===== config.mk =====
export PLATFORM = sky130hd
export DESIGN_NAME = uart
export DESIGN_NICKNAME = d
export VERILOG_FILES = /design/src/rtl/uart.sv
export SDC_FILE = /design/constraint.sdc
export NUM_CORES = 1
export LEC_CHECK = 0
export ABC_AREA = 1
export ABC_CLOCK_PERIOD_IN_PS = 1400
export CAP_MARGIN = 25
export CORE_ASPECT_RATIO = 1.4
export CORE_MARGIN = 4
export CORE_UTILIZATION = 30
export DETAILED_ROUTE_END_ITERATION = 10
export PLACE_DENSITY = 0.45
export SYNTH_ARGS = -nofsm -noshare
export SYNTH_HDL_FRONTEND = slang
export SYNTH_SLANG_ARGS = --single-unit

===== constraint.sdc =====
create_clock -name clk -period 1.4 [get_ports clk]
set_input_delay 0.28 -clock clk [delete_from_list [all_inputs] [get_ports clk]]
set_output_delay 0.28 -clock clk [all_outputs]
set_load 0.05 [all_outputs]

===== src/rtl/uart.sv =====
// UART with parameterised frame format and a multi-word transmit command.
// Optional macro UART_RX_GLITCH_FILTER_EN re-checks the start bit at mid-bit before committing.
module uart #(
  parameter int CMD_WIDTH  = 16,
  parameter int READ_WIDTH = 8,
  parameter int BR         = 115200,
  parameter int CHEAK      = 1,
  parameter int CLK_FREQ   = 100_000_000
) (
  input  logic                  clk,
  input  logic                  rst_n,
  input  logic [CMD_WIDTH-1:0]  cmd_in,
  input  logic                  cmd_vld,
  input  logic                  rx,
  output logic                  tx,
  output logic                  read_rdy,
  output logic [READ_WIDTH-1:0] read_data,
  output logic                  cmd_rdy
);

  localparam int DIV    = CLK_FREQ / BR;
  localparam int HALF   = DIV / 2;
  localparam int WORDS  = CMD_WIDTH / READ_WIDTH;
  localparam int CNT_W  = $clog2(DIV + 1);
  localparam int BIT_W  = $clog2(READ_WIDTH + 1);
  localparam int WORD_W = $clog2(WORDS + 1);

  localparam logic [CNT_W-1:0]  DIV_LAST  = CNT_W'(DIV - 1);
  localparam logic [CNT_W-1:0]  HALF_LAST = CNT_W'(HALF - 1);
  localparam logic [BIT_W-1:0]  BIT_LAST  = BIT_W'(READ_WIDTH - 1);
  localparam logic [WORD_W-1:0] WORD_LAST = WORD_W'(WORDS - 1);

  typedef enum logic [2:0] {
    S_IDLE,
    S_START,
    S_DATA,
    S_PARITY,
    S_STOP
  } state_t;

  // Value the parity bit must carry for a given data word (odd or even mode).
  function automatic logic parity_bit(input logic [READ_WIDTH-1:0] d);
    if (CHEAK == 2) return ^d;
    else            return ~^d;
  endfunction

  // ---------------- transmitter ----------------
  state_t                tx_state;
  state_t                tx_next;
  logic [CNT_W-1:0]      tx_cnt;
  logic [BIT_W-1:0]      tx_bit;
  logic [WORD_W-1:0]     tx_word;
  logic [CMD_WIDTH-1:0]  tx_shift;
  logic [CMD_WIDTH-1:0]  tx_shift_nxt;
  logic [READ_WIDTH-1:0] tx_data;
  logic [READ_WIDTH-1:0] tx_cur;
  logic                  tx_bit_done;

  assign tx_cur       = tx_shift[CMD_WIDTH-1 -: READ_WIDTH];
  assign tx_shift_nxt = tx_shift << READ_WIDTH;
  assign tx_bit_done  = (tx_cnt == DIV_LAST);

  always_ff @(posedge clk) begin
    if (!rst_n) tx_state <= S_IDLE;
    else        tx_state <= tx_next;
  end

  always_comb begin
    tx_next = tx_state;
    tx      = 1'b1;
    cmd_rdy = 1'b0;
    case (tx_state)
      S_IDLE: begin
        cmd_rdy = 1'b1;
        if (cmd_vld) tx_next = S_START;
      end
      S_START: begin
        tx = 1'b0;
        if (tx_bit_done) tx_next = S_DATA;
      end
      S_DATA: begin
        tx = tx_data[0];
        if (tx_bit_done && tx_bit == BIT_LAST) begin
          if (CHEAK != 0) tx_next = S_PARITY;
          else            tx_next = S_STOP;
        end
      end
      S_PARITY: begin
        tx = parity_bit(tx_cur);
        if (tx_bit_done) tx_next = S_STOP;
      end
      S_STOP: begin
        if (tx_bit_done) begin
          if (tx_word == WORD_LAST) tx_next = S_IDLE;
          else                      tx_next = S_START;
        end
      end
      default: tx_next = S_IDLE;
    endcase
  end

  // Words leave most significant first; tx_data is the serialiser for the current word.
  always_ff @(posedge clk) begin
    if (!rst_n) begin
      tx_cnt   <= '0;
      tx_bit   <= '0;
      tx_word  <= '0;
      tx_shift <= '0;
      tx_data  <= '0;
    end else if (tx_state == S_IDLE) begin
      tx_cnt  <= '0;
      tx_bit  <= '0;
      tx_word <= '0;
      if (cmd_vld) begin
        tx_shift <= cmd_in;
        tx_data  <= cmd_in[CMD_WIDTH-1 -: READ_WIDTH];
      end
    end else begin
      tx_cnt <= tx_bit_done ? '0 : tx_cnt + 1'b1;
      if (tx_bit_done) begin
        case (tx_state)
          S_DATA: begin
            tx_data <= tx_data >> 1;
            tx_bit  <= (tx_bit == BIT_LAST) ? '0 : tx_bit + 1'b1;
          end
          S_STOP: begin
            tx_word  <= tx_word + 1'b1;
            tx_shift <= tx_shift_nxt;
            tx_data  <= tx_shift_nxt[CMD_WIDTH-1 -: READ_WIDTH];
          end
          default: ;
        endcase
      end
    end
  end

  // ---------------- receiver ----------------
  state_t                rx_state;
  state_t                rx_next;
  logic                  rx_s1;
  logic                  rx_s2;
  logic                  rx_s3;
  logic [CNT_W-1:0]      rx_cnt;
  logic [BIT_W-1:0]      rx_bit;
  logic [READ_WIDTH-1:0] rx_shift;
  logic                  rx_par;
  logic                  rx_half;
  logic                  rx_full;
  logic                  rx_fall;
  logic                  rx_par_ok;
  logic                  rx_frame_ok;

  assign rx_half     = (rx_cnt == HALF_LAST);
  assign rx_full     = (rx_cnt == DIV_LAST);
  assign rx_fall     = rx_s3 & ~rx_s2;
  assign rx_par_ok   = (CHEAK == 0) ? 1'b1 : (rx_par == parity_bit(rx_shift));
  assign rx_frame_ok = (rx_state == S_STOP) && rx_full && rx_s2 && rx_par_ok;

  always_ff @(posedge clk) begin
    if (!rst_n) rx_state <= S_IDLE;
    else        rx_state <= rx_next;
  end

  // Requiring a 1->0 edge means a framing error re-arms only after rx returns high.
  always_comb begin
    rx_next = rx_state;
    case (rx_state)
      S_IDLE: begin
        if (rx_fall) rx_next = S_START;
      end
      S_START: begin
        if (rx_half) begin
`ifdef UART_RX_GLITCH_FILTER_EN
          if (rx_s2) rx_next = S_IDLE;
          else       rx_next = S_DATA;
`else
          rx_next = S_DATA;
`endif
        end
      end
      S_DATA: begin
        if (rx_full && rx_bit == BIT_LAST) begin
          if (CHEAK != 0) rx_next = S_PARITY;
          else            rx_next = S_STOP;
        end
      end
      S_PARITY: begin
        if (rx_full) rx_next = S_STOP;
      end
      S_STOP: begin
        if (rx_full) rx_next = S_IDLE;
      end
      default: rx_next = S_IDLE;
    endcase
  end

  always_ff @(posedge clk) begin
    if (!rst_n) begin
      rx_s1     <= 1'b1;
      rx_s2     <= 1'b1;
      rx_s3     <= 1'b1;
      rx_cnt    <= '0;
      rx_bit    <= '0;
      rx_shift  <= '0;
      rx_par    <= 1'b0;
      read_data <= '0;
      read_rdy  <= 1'b0;
    end else begin
      rx_s1    <= rx;
      rx_s2    <= rx_s1;
      rx_s3    <= rx_s2;
      read_rdy <= rx_frame_ok;
      if (rx_frame_ok) read_data <= rx_shift;

      case (rx_state)
        S_IDLE: begin
          rx_cnt <= '0;
          rx_bit <= '0;
        end
        S_START: rx_cnt <= rx_half ? '0 : rx_cnt + 1'b1;
        default: rx_cnt <= rx_full ? '0 : rx_cnt + 1'b1;
      endcase

      if (rx_state == S_DATA && rx_full) begin
        rx_shift <= {rx_s2, rx_shift[READ_WIDTH-1:1]};
        rx_bit   <= (rx_bit == BIT_LAST) ? '0 : rx_bit + 1'b1;
      end
      if (rx_state == S_PARITY && rx_full) rx_par <= rx_s2;
    end
  end

endmodule


# Word-level counts from Yosys, hierarchy flattened
# Index checks and enable logic that the tools add are counted.
[totals]
elab_cells = 102
register_bits = 81
input_bits = 20
out_inout_bits = 11
[op_classes]
add_sub_neg = 5
muxes = 30
bitwise_logic = 3
eq_ne = 25
reduce_logical = 23
[ops]
columns = ["operator", "n"]
rows = [
  ["$mux W16", 4],
  ["$mux W3", 10],
  ["$pmux W3 S5", 2],
  ["$mux W8", 3],
  ["$add A10 B1 Y10 const B", 2],
  ["$eq A10 B10 Y1 const B", 2],
  ["$mux W10", 2],
  ["$ne A2 B2 Y1 const B", 10],
  ["$pmux W10 S2", 1],
  ["$mux W4", 4],
  ["$pmux W8 S2", 1],
  ["$reduce_xnor A8 Y1", 2],
  ["$eq A3 B2 Y1 const B", 4],
  ["$eq A10 B9 Y1 const B", 1],
  ["$reduce_and A5 Y1", 2],
  ["$add A4 B1 Y4 const B", 2],
  ["$eq A4 B3 Y1 const B", 2],
  ["$logic_and A1 B1 Y1", 7],
  ["$eq A3 B1 Y1 const B", 2],
  ["$eq A3 B3 Y1 const B", 2],
  ["$logic_not A3 Y1", 2],
  ["$reduce_and A3 Y1", 2],
  ["$reduce_bool A2 Y1", 3],
  ["$reduce_and A2 Y1", 2],
  ["other kinds (10)", 12],
]

# Depth between registers and ports, before layout
# Gate-level depths: netlist of run 1.
[logic_depth]
ltp_word = 4
mapped_depth = 12
ltp_nobuf = 12

# Worst setup path before layout of run 1
# No wires, ideal clock.
[synth_path]
kind = "flip-flop to output port"
startpoint = "register tx_state[1]"
endpoint = "output port tx"
n_path_buf = 0
slack_ns = -0.309
path_stages_with_launch = 5
required_ns = 1.120
t_arrival_ns = 1.429
cell_sequence = "dfxtp_1 inv_1 nor3_1 inv_1 o211ai_1"
[synth_between]
elab_chain_len = 2
elab_cells_between_ends = 4
classes_between = "eq/ne (3); mux (1)"
[synth_rtl]
columns = ["element", "line_no", "rtl"]
rows = [
  ["start: declaration", "48", "state_t tx_state;"],
  ["start signal: assignment", "65", "else tx_state <= tx_next;"],
  ["$eq A3 B2 Y1 or $eq A3 B1 Y1 (tied branches)", "72", "case (tx_state)"],
  ["$pmux W1 S3 (*)", "72", ""],
  ["end: declaration", "15", "output logic tx,"],
]
# Every way passes the cells marked *; elsewhere a longest branch is shown, timed or not.

# Worst setup path after layout of run 1
[layout_path]
startpoint = "register tx_shift[9]"
endpoint = "output port tx"
[layout_between]
elab_chain_len = 2
[layout_rtl]
columns = ["element", "line_no", "rtl"]
rows = [
  ["start: declaration", "53", "logic [CMD_WIDTH-1:0] tx_shift;"],
  ["start signal: assignment", "115", "tx_shift <= cmd_in;"],
  ["start signal: assignment", "128", "tx_shift <= tx_shift_nxt;"],
  ["$reduce_xnor A8 Y1", "44", "else return ~^d;"],
  ["$pmux W1 S3", "72", ""],
]
# Every way passes these cells.

==> flow_summary_export.csv, run 1 <==
group,metric,value,unit
synthesis,synth_area,3980,um^2
sta,holdWs,0.423,ns
global_route,grt_pass1_wl,17300,um
power,p_leak,2.64,nW
sta,rsz0062_at_grt,"yes",
global_route,grt_overflow,0,
worst_setup_path,critPathMaxFanout,2,
synthesis,synth_nets,589,
cts,clk_path_buf_depth,2,
cts,clock_sinks,81,
floorplan,die_area,15200,um^2
worst_hold_path,hold_class,"flop to flop",
worst_setup_path,rrSetupSlack,-0.23,ns
worst_setup_path,startpoint,"tx_shift[9]$_SDFFE_PN0P_",
cts,numCtsBuffers,9,
global_route,grt_max_degree,17,
cts,cts_tree,"yes",
worst_setup_path,timing.rr.start,"tx_state[0]$_SDFFE_PN0P_",
global_route,antenna_found_initial,0,
cells_and_area,drive_gt1_share,47.0,%
synthesis,ys_ff_latch,81,
sta,setup_violations,52,
sta,max_freq,510,MHz
synthesis,yosysWarnings,0,
synthesis,synth_area_per_cell,7.08,um^2
synthesis,synth.yosys.seq_area_share,40.7,%
sta,finalHoldViolations,0,
run_status,status,"complete, but fails checks",
floorplan,core_area,12900,um^2
detailed_routing,vias,4037,
cells_and_area,areaGrowthSynthToFinish,67.8,%
power,p_per_area,1850,nW/um^2
cells_and_area,multi_input_area,2740,um^2
floorplan,start_util,30.8,%
flow_run,maxCapViolCount,0,
placed_design,io_buffers,30,
placed_design,dpl_worst_slack,-0.250,ns
worst_setup_path,critPathCaptureType,"output port",
cts,htreeDepth,3,
sta,period_minus_slack,1.96,ns
cts,cts_hold_buf,0,
sta,relSlewSlack,71.8,%
run_status,violations,"negative setup slack",
detailed_routing,vias_per_cell,4.57,
floorplan,die_w,105,um
cts,root_buffer,"clkbuf_16",
sta,slew_viol_final,0,
floorplan,row_count,49,
cells_and_area,regArea,1660,um^2
global_route,grt_pass1_vias,3827,
placed_design,dpl_cell_area,5190,um^2
cells_and_area,antennaDiodeCount,0,
cells_and_area,fin_nets,726,
floorplan,die_y,144,um
placed_design,gp_congestion,0.777,
synthesis,synth_cell_types,37,
cts,worstSkewPairLatency,0.34,ns
placed_design,hpwl,7320,um
sta,worst_slack,-0.561,ns
sta,fin_skew,0.00409,ns
cells_and_area,fill_cells,1209,
worst_setup_path,startpoint_type,"flop",
detailed_routing,drc,0,
detailed_routing,ant_nets,0,
power,vdd_drop_max,1.40,mV
detailed_routing,drt_iter0_markers,88,
cts,clk_pin_slew,0.06,ns
synthesis,netlist_instances,563,
sta,finalCritPeriodShare,140,%
floorplan,ios,31,
worst_setup_path,worstSetupPathType,"flop to output port",
detailed_routing,wl_per_cell,12.4,um
worst_setup_path,required,1.12,ns
detailed_routing,drt_wl_total,11000,um
worst_hold_path,hold_start,"rx_s1$_SDFF_PN1_",
detailed_routing,dr.pass1.iters,4,
cells_and_area,stdcell_area,6690,um^2
sta,worst_slew_pin_slew,0.421,ns
global_route,track_usage,13.9,%
worst_setup_path,cp.arrival,1.68,ns
-- cell usage in the layout (no fill, tap or decap), types with 9 or more instances in the layout --
cell type        Yosys  layout
nand2_1            150     119
buf_4                1      73
dfxtp_1             81      56
inv_1               69      53
a21oi_1             57      30
nor2_1              46      27
a21oi_2              0      27
nand2_2              2      26
nand3_1             38      23
buf_6                5      22
dfxtp_2              0      21
clkdlybuf4s50_1      0      19
buf_12               0      18
inv_2                4      16
o21ai_2              4      15
nand4_1             14      14
nor2_2               2      12
nand3_2              1      11
clkbuf_16            0      11
nor2_4               1      10
nand3_4              2       9
-- critical path: stages, from the launching register on --
cell      delay [ns]
dfxtp_1         0.35
xor2_1          0.18
xnor2_1         0.17
xnor2_1         0.16
nand2_1         0.08
o211ai_1        0.20
buf_12          0.19
-- cell type report --
type / instances / share of cell area (%)
sequential: 81 / 24.9
multi-input combinational: 398 / 41.0
timing repair buffer: 135 / 21.1
clock buffer: 9 / 3.37
inverter: 75 / 4.53
clock inverter: 7 / 1.78
tap: 178 / 3.33
-- kinds of logic (layout without fill, tap and decap cells) --
group                    after synthesis  after routing  synth area share [%]
AND/OR/NAND/NOR                      278            281                  31.4
AO/OA/AOI/OAI                         96             97                  13.5
buffers and inverters                 88            226                  9.45
flip-flops                            81             81                  40.7
XOR/XNOR                              14             14                  3.08
adder cells (fa/ha/maj)                6              6                  1.88
-- registers in the layout, indices dropped and copies added (netlist names) --
register   count
read_data      8
read_rdy       1
rx_bit         4
rx_cnt        10
rx_par         1
rx_s1          1
rx_s2          1
rx_s3          1
rx_shift       8
rx_state       3
tx_bit         4
tx_cnt        10
tx_data        8
tx_shift      16
tx_state       3
tx_word        2
-- layer usage --
| metal | vias to the layer above | global-route usage, % | routed length (um) |
|---|---|---|---|
| li1 | 2115 | - | - |
| met2 | 65 | 26.2 | 5930 |
| met4 | 0 | 4.56 | 149 |
| met3 | 12 | 2.68 | 301 |
| met1 | 1845 | 15.7 | 4580 |
| met5 | - | 0 | 0 |
-- power by group --
group	switching [W]	leakage (nW)	internal (W)
sequential	0.000295	0.670	0.00267
clock	0.000979	0.162	0.00174
combinational	0.00352	1.81	0.00315
-- cells in the mapped netlist --
| cell | instances | share of area (%) |
|---|---|---|
| nand4_1 | 14 | 2.2 |
| buf_4 | 1 | 0.19 |
| a211oi_1 | 1 | 0.19 |
| inv_2 | 4 | 0.38 |
| nor3b_1 | 4 | 0.75 |
| o211ai_1 | 3 | 0.57 |
| nand2_8 | 1 | 0.50 |
| o21ai_0 | 20 | 2.5 |
| ha_1 | 6 | 1.9 |
| a21oi_1 | 57 | 7.2 |
| nor2_2 | 2 | 0.31 |
| nand2_1 | 150 | 14 |
| nand3_2 | 1 | 0.25 |
| clkbuf_1 | 5 | 0.47 |
| nor2_1 | 46 | 4.3 |
| nor3_1 | 8 | 1.0 |
| clkinv_1 | 1 | 0.094 |
| buf_6 | 5 | 1.4 |
| nand3_1 | 38 | 4.8 |
| o211ai_2 | 1 | 0.31 |
| xor2_1 | 7 | 1.5 |
| nand2_2 | 2 | 0.31 |
| nand3_4 | 2 | 0.88 |
| inv_4 | 1 | 0.16 |
| o21ai_1 | 3 | 0.38 |
| xnor2_1 | 7 | 1.5 |
| or2_2 | 5 | 0.79 |
| nor2_4 | 1 | 0.28 |
| o22ai_1 | 1 | 0.16 |
| o2111ai_1 | 6 | 1.3 |
| dfxtp_1 | 81 | 41 |
| nor4_1 | 1 | 0.16 |
| o21ai_2 | 4 | 0.88 |
| or2_4 | 1 | 0.22 |
| buf_2 | 2 | 0.25 |
| inv_1 | 69 | 6.5 |
| nor3_2 | 2 | 0.50 |
-- path summary, 6_finish.rpt --
kind | end | cells after the start
worst min-delay path | rx_s2$_SDFF_PN1_ | 1
worst max-delay path | tx | 6
worst max register to register | tx_shift[6]$_SDFFE_PN0P_ | 10
worst min register to register | rx_s2$_SDFF_PN1_ | 1
-- stage by stage --
| stage | total power, W | instances | util, % | setup TNS [ns] |
|---|---|---|---|---|
| CTS | 0.0112 | 868 | 46.4 | -3.38 |
| floorplan | 0.00564 | 563 | - | -0.276 |
| detailed placement | 0.00707 | 838 | 40.2 | -11.03 |
| global placement | 0.00705 | 838 | 40.2 | -10.20 |
| finish | 0.0124 | 883 | 51.7 | -7.14 |
| global route | 0.0130 | 883 | 51.7 | -12.78 |
-- timing repair --
item                                    CTS  global route
pin swaps                                40            63
cloned                                    4             3
endpoints found under the setup margin   70            78
setup buffers                            11            13
gates resized for setup                  94           154
(Power assumes the default switching activity.)
==> run 2, diff against run 1 <==
Settings changed: CORE_UTILIZATION 30 to 52, PLACE_DENSITY 0.45 to 0.72.
==> run 2 against run 1 <==
Effect of this change: non-clock buffer count is 14 higher; the run still ends with negative setup slack left; utilization is 39 points higher; largest power group unchanged; combinational power is 34% higher; critical path depth is 2 lower; clock skew is 0.016 ns higher.
==> flow_summary_export.csv, run 2 (synthesis gave the netlist of run 1 again) <==
group,metric,value,unit
flow_run,maxCapViolCount,0,
cells_and_area,regArea,1660,um^2
cts,root_buffer,"clkbuf_8",
sta,finalHoldViolations,0,
global_route,grt_pass1_wl,21000,um
global_route,globalRouteMet3Util,5.58,%
cells_and_area,fill_cells,258,
run_status,violations,"negative setup slack",
cts,clock_sinks,81,
sta,worst_slew_pin_slew,0.451,ns
detailed_routing,ant_nets,0,
global_route,gr-usage-met1,33.1,%
global_route,grt_max_degree,18,
worst_setup_path,critPathMaxFanout,3,
sta,fin_skew,0.0199,ns
cells_and_area,layout_commonest_cell,"nand2_1",
sta,setup_tns,-24.96,ns
sta,setup_violations,80,
cells_and_area,reg_top3,"tx_shift: 16 flops, rx_cnt: 10 flops, tx_cnt: 10 flops",
global_route,grt_pass1_vias,4537,
sta,period_minus_slack,2.30,ns
run_status,status,"complete, but fails checks",
sta,worst_slack,-0.900,ns
placed_design,io_buffers,30,
worst_setup_path,required,1.12,ns
sta,finalCritPeriodShare,164,%
global_route,antenna_found_initial,0,
detailed_routing,drt_iter0_markers,715,
detailed_routing,vias_per_cell,6.60,
floorplan,core_area,7410,um^2
floorplan,row_count,37,
cells_and_area,regMostFlops,"tx_shift",
sta,relSlewSlack,69.8,%
detailed_routing,drt_wl_total,19500,um
cells_and_area,multi_input_area,2950,um^2
worst_setup_path,critPathCaptureType,"output port",
power,p_per_area,2060,nW/um^2
worst_setup_path,worstSetupPathType,"flop to output port",
sta,slew_viol_final,0,
worst_setup_path,cp.arrival,2.02,ns
floorplan,die_w,82.0,um
detailed_routing,drc,0,
detailed_routing,vias,5376,
cells_and_area,final_cell_mix,"nand2_1, buf_4, dfxtp_1",
sta,max_freq,435,MHz
cells_and_area,largest_register_ffs,16,
worst_setup_path,critPathMaxStageDelay,0.44,ns
cells_and_area,antennaDiodeCount,0,
power,vdd_drop_max,2.03,mV
cts,clk_path_buf_depth,2,
floorplan,die_area,9150,um^2
cts,htreeDepth,3,
cts,worstSkewPairLatency,0.38,ns
worst_hold_path,hold_class,"flop to flop",
floorplan,ios,31,
global_route,grt_overflow,0,
global_route,met2_usage,50.2,%
cells_and_area,final_cells,815,
cts,clk_pin_slew,0.09,ns
worst_setup_path,startpoint_type,"flop",
floorplan,die_y,112,um
detailed_routing,wl_per_cell,23.9,um
cells_and_area,areaGrowthSynthToFinish,69.1,%
cts,cts_tree,"yes",
sta,rsz0062_at_grt,"yes",
cts,numCtsBuffers,9,
global_route,track_usage,29.0,%
worst_setup_path,crit_chain,"nor3_2 -> inv_1 -> o211ai_1 -> buf_12",
floorplan,start_util,53.8,%
placed_design,gp_congestion,0.928,
global_route,grt-busiest-layer,"met2",
worst_setup_path,slowest_stage,"o211ai_1",
placed_design,dp_cells,754,
detailed_routing,dr.pass1.iters,7,
cells_and_area,drive_gt1_share,50.7,%
power,p_leak,2.73,nW
placed_design,hpwl,7020,um
cells_and_area,fin_nets,740,
## run 2: path summary, 6_finish.rpt
| check | start | to | slack [ns] | cells past startpoint |
|---|---|---|---|---|
| min | rx_s1$_SDFF_PN1_ | rx_s2$_SDFF_PN1_ | 0.43 | 1 |
| max | tx_state[0]$_SDFFE_PN0P_ | tx | -0.90 | 4 |
| min reg2reg | rx_s1$_SDFF_PN1_ | rx_s2$_SDFF_PN1_ | 0.43 | 1 |
| max reg2reg | tx_state[1]$_SDFFE_PN0P_ | tx_shift[15]$_SDFFE_PN0P_ | -0.49 | 10 |
## run 2: layer usage
| metal | up-vias | routed length, um |
|---|---|---|
| met2 | 547 | 9160 |
| met4 | 0 | 1990 |
| met1 | 2468 | 6280 |
| met3 | 220 | 2070 |
| met5 | - | 0 |
| li1 | 2141 | - |
## run 2: through the flow
step	setup slack (ns)	utilization (%)	hold WS, ns	power, W	area, um^2
floorplan	-0.276	-	0.387	0.00564	4030
global placement	-0.184	68.5	0.395	0.00699	5070
detailed placement	-0.222	68.5	0.402	0.00710	5070
CTS	-0.585	81.2	0.423	0.0113	6020
global route	-0.941	91.0	0.455	0.0142	6740
finish	-0.900	91.0	0.431	0.0139	6740
## run 2: repair_timing
item / in CTS / in global routing
cloned: 5 / 3
buffers inserted: 22 / 23
hold buffers: 0 / 0
gates resized for setup: 147 / 159
endpoints found under the setup margin: 63 / 80
pin swaps: 70 / 56
hold endpoints to repair: 0 / 0
## run 2: power by group
group	leakage (nW)	internal, W	switching (W)
logic	1.96	0.00379	0.00513
registers	0.667	0.00267	0.000374
clock network	0.102	0.000996	0.000942
total	2.73	0.00745	0.00644
## run 2: cell type report
class | instances | area share [%]
clock buffer | 10 | 1.89
timing repair buffer | 149 | 22.2
tap | 97 | 1.80
multi-input combinational | 398 | 43.7
sequential | 81 | 24.6
inverter | 75 | 4.55
clock inverter | 5 | 1.21
## run 2: critical path: cells and delay by family, from the launching register on
family,cells,cell delay [ns]
compound gates,1,0.44
buf+inv,2,0.39
flops,1,0.39
simple gates,1,0.42
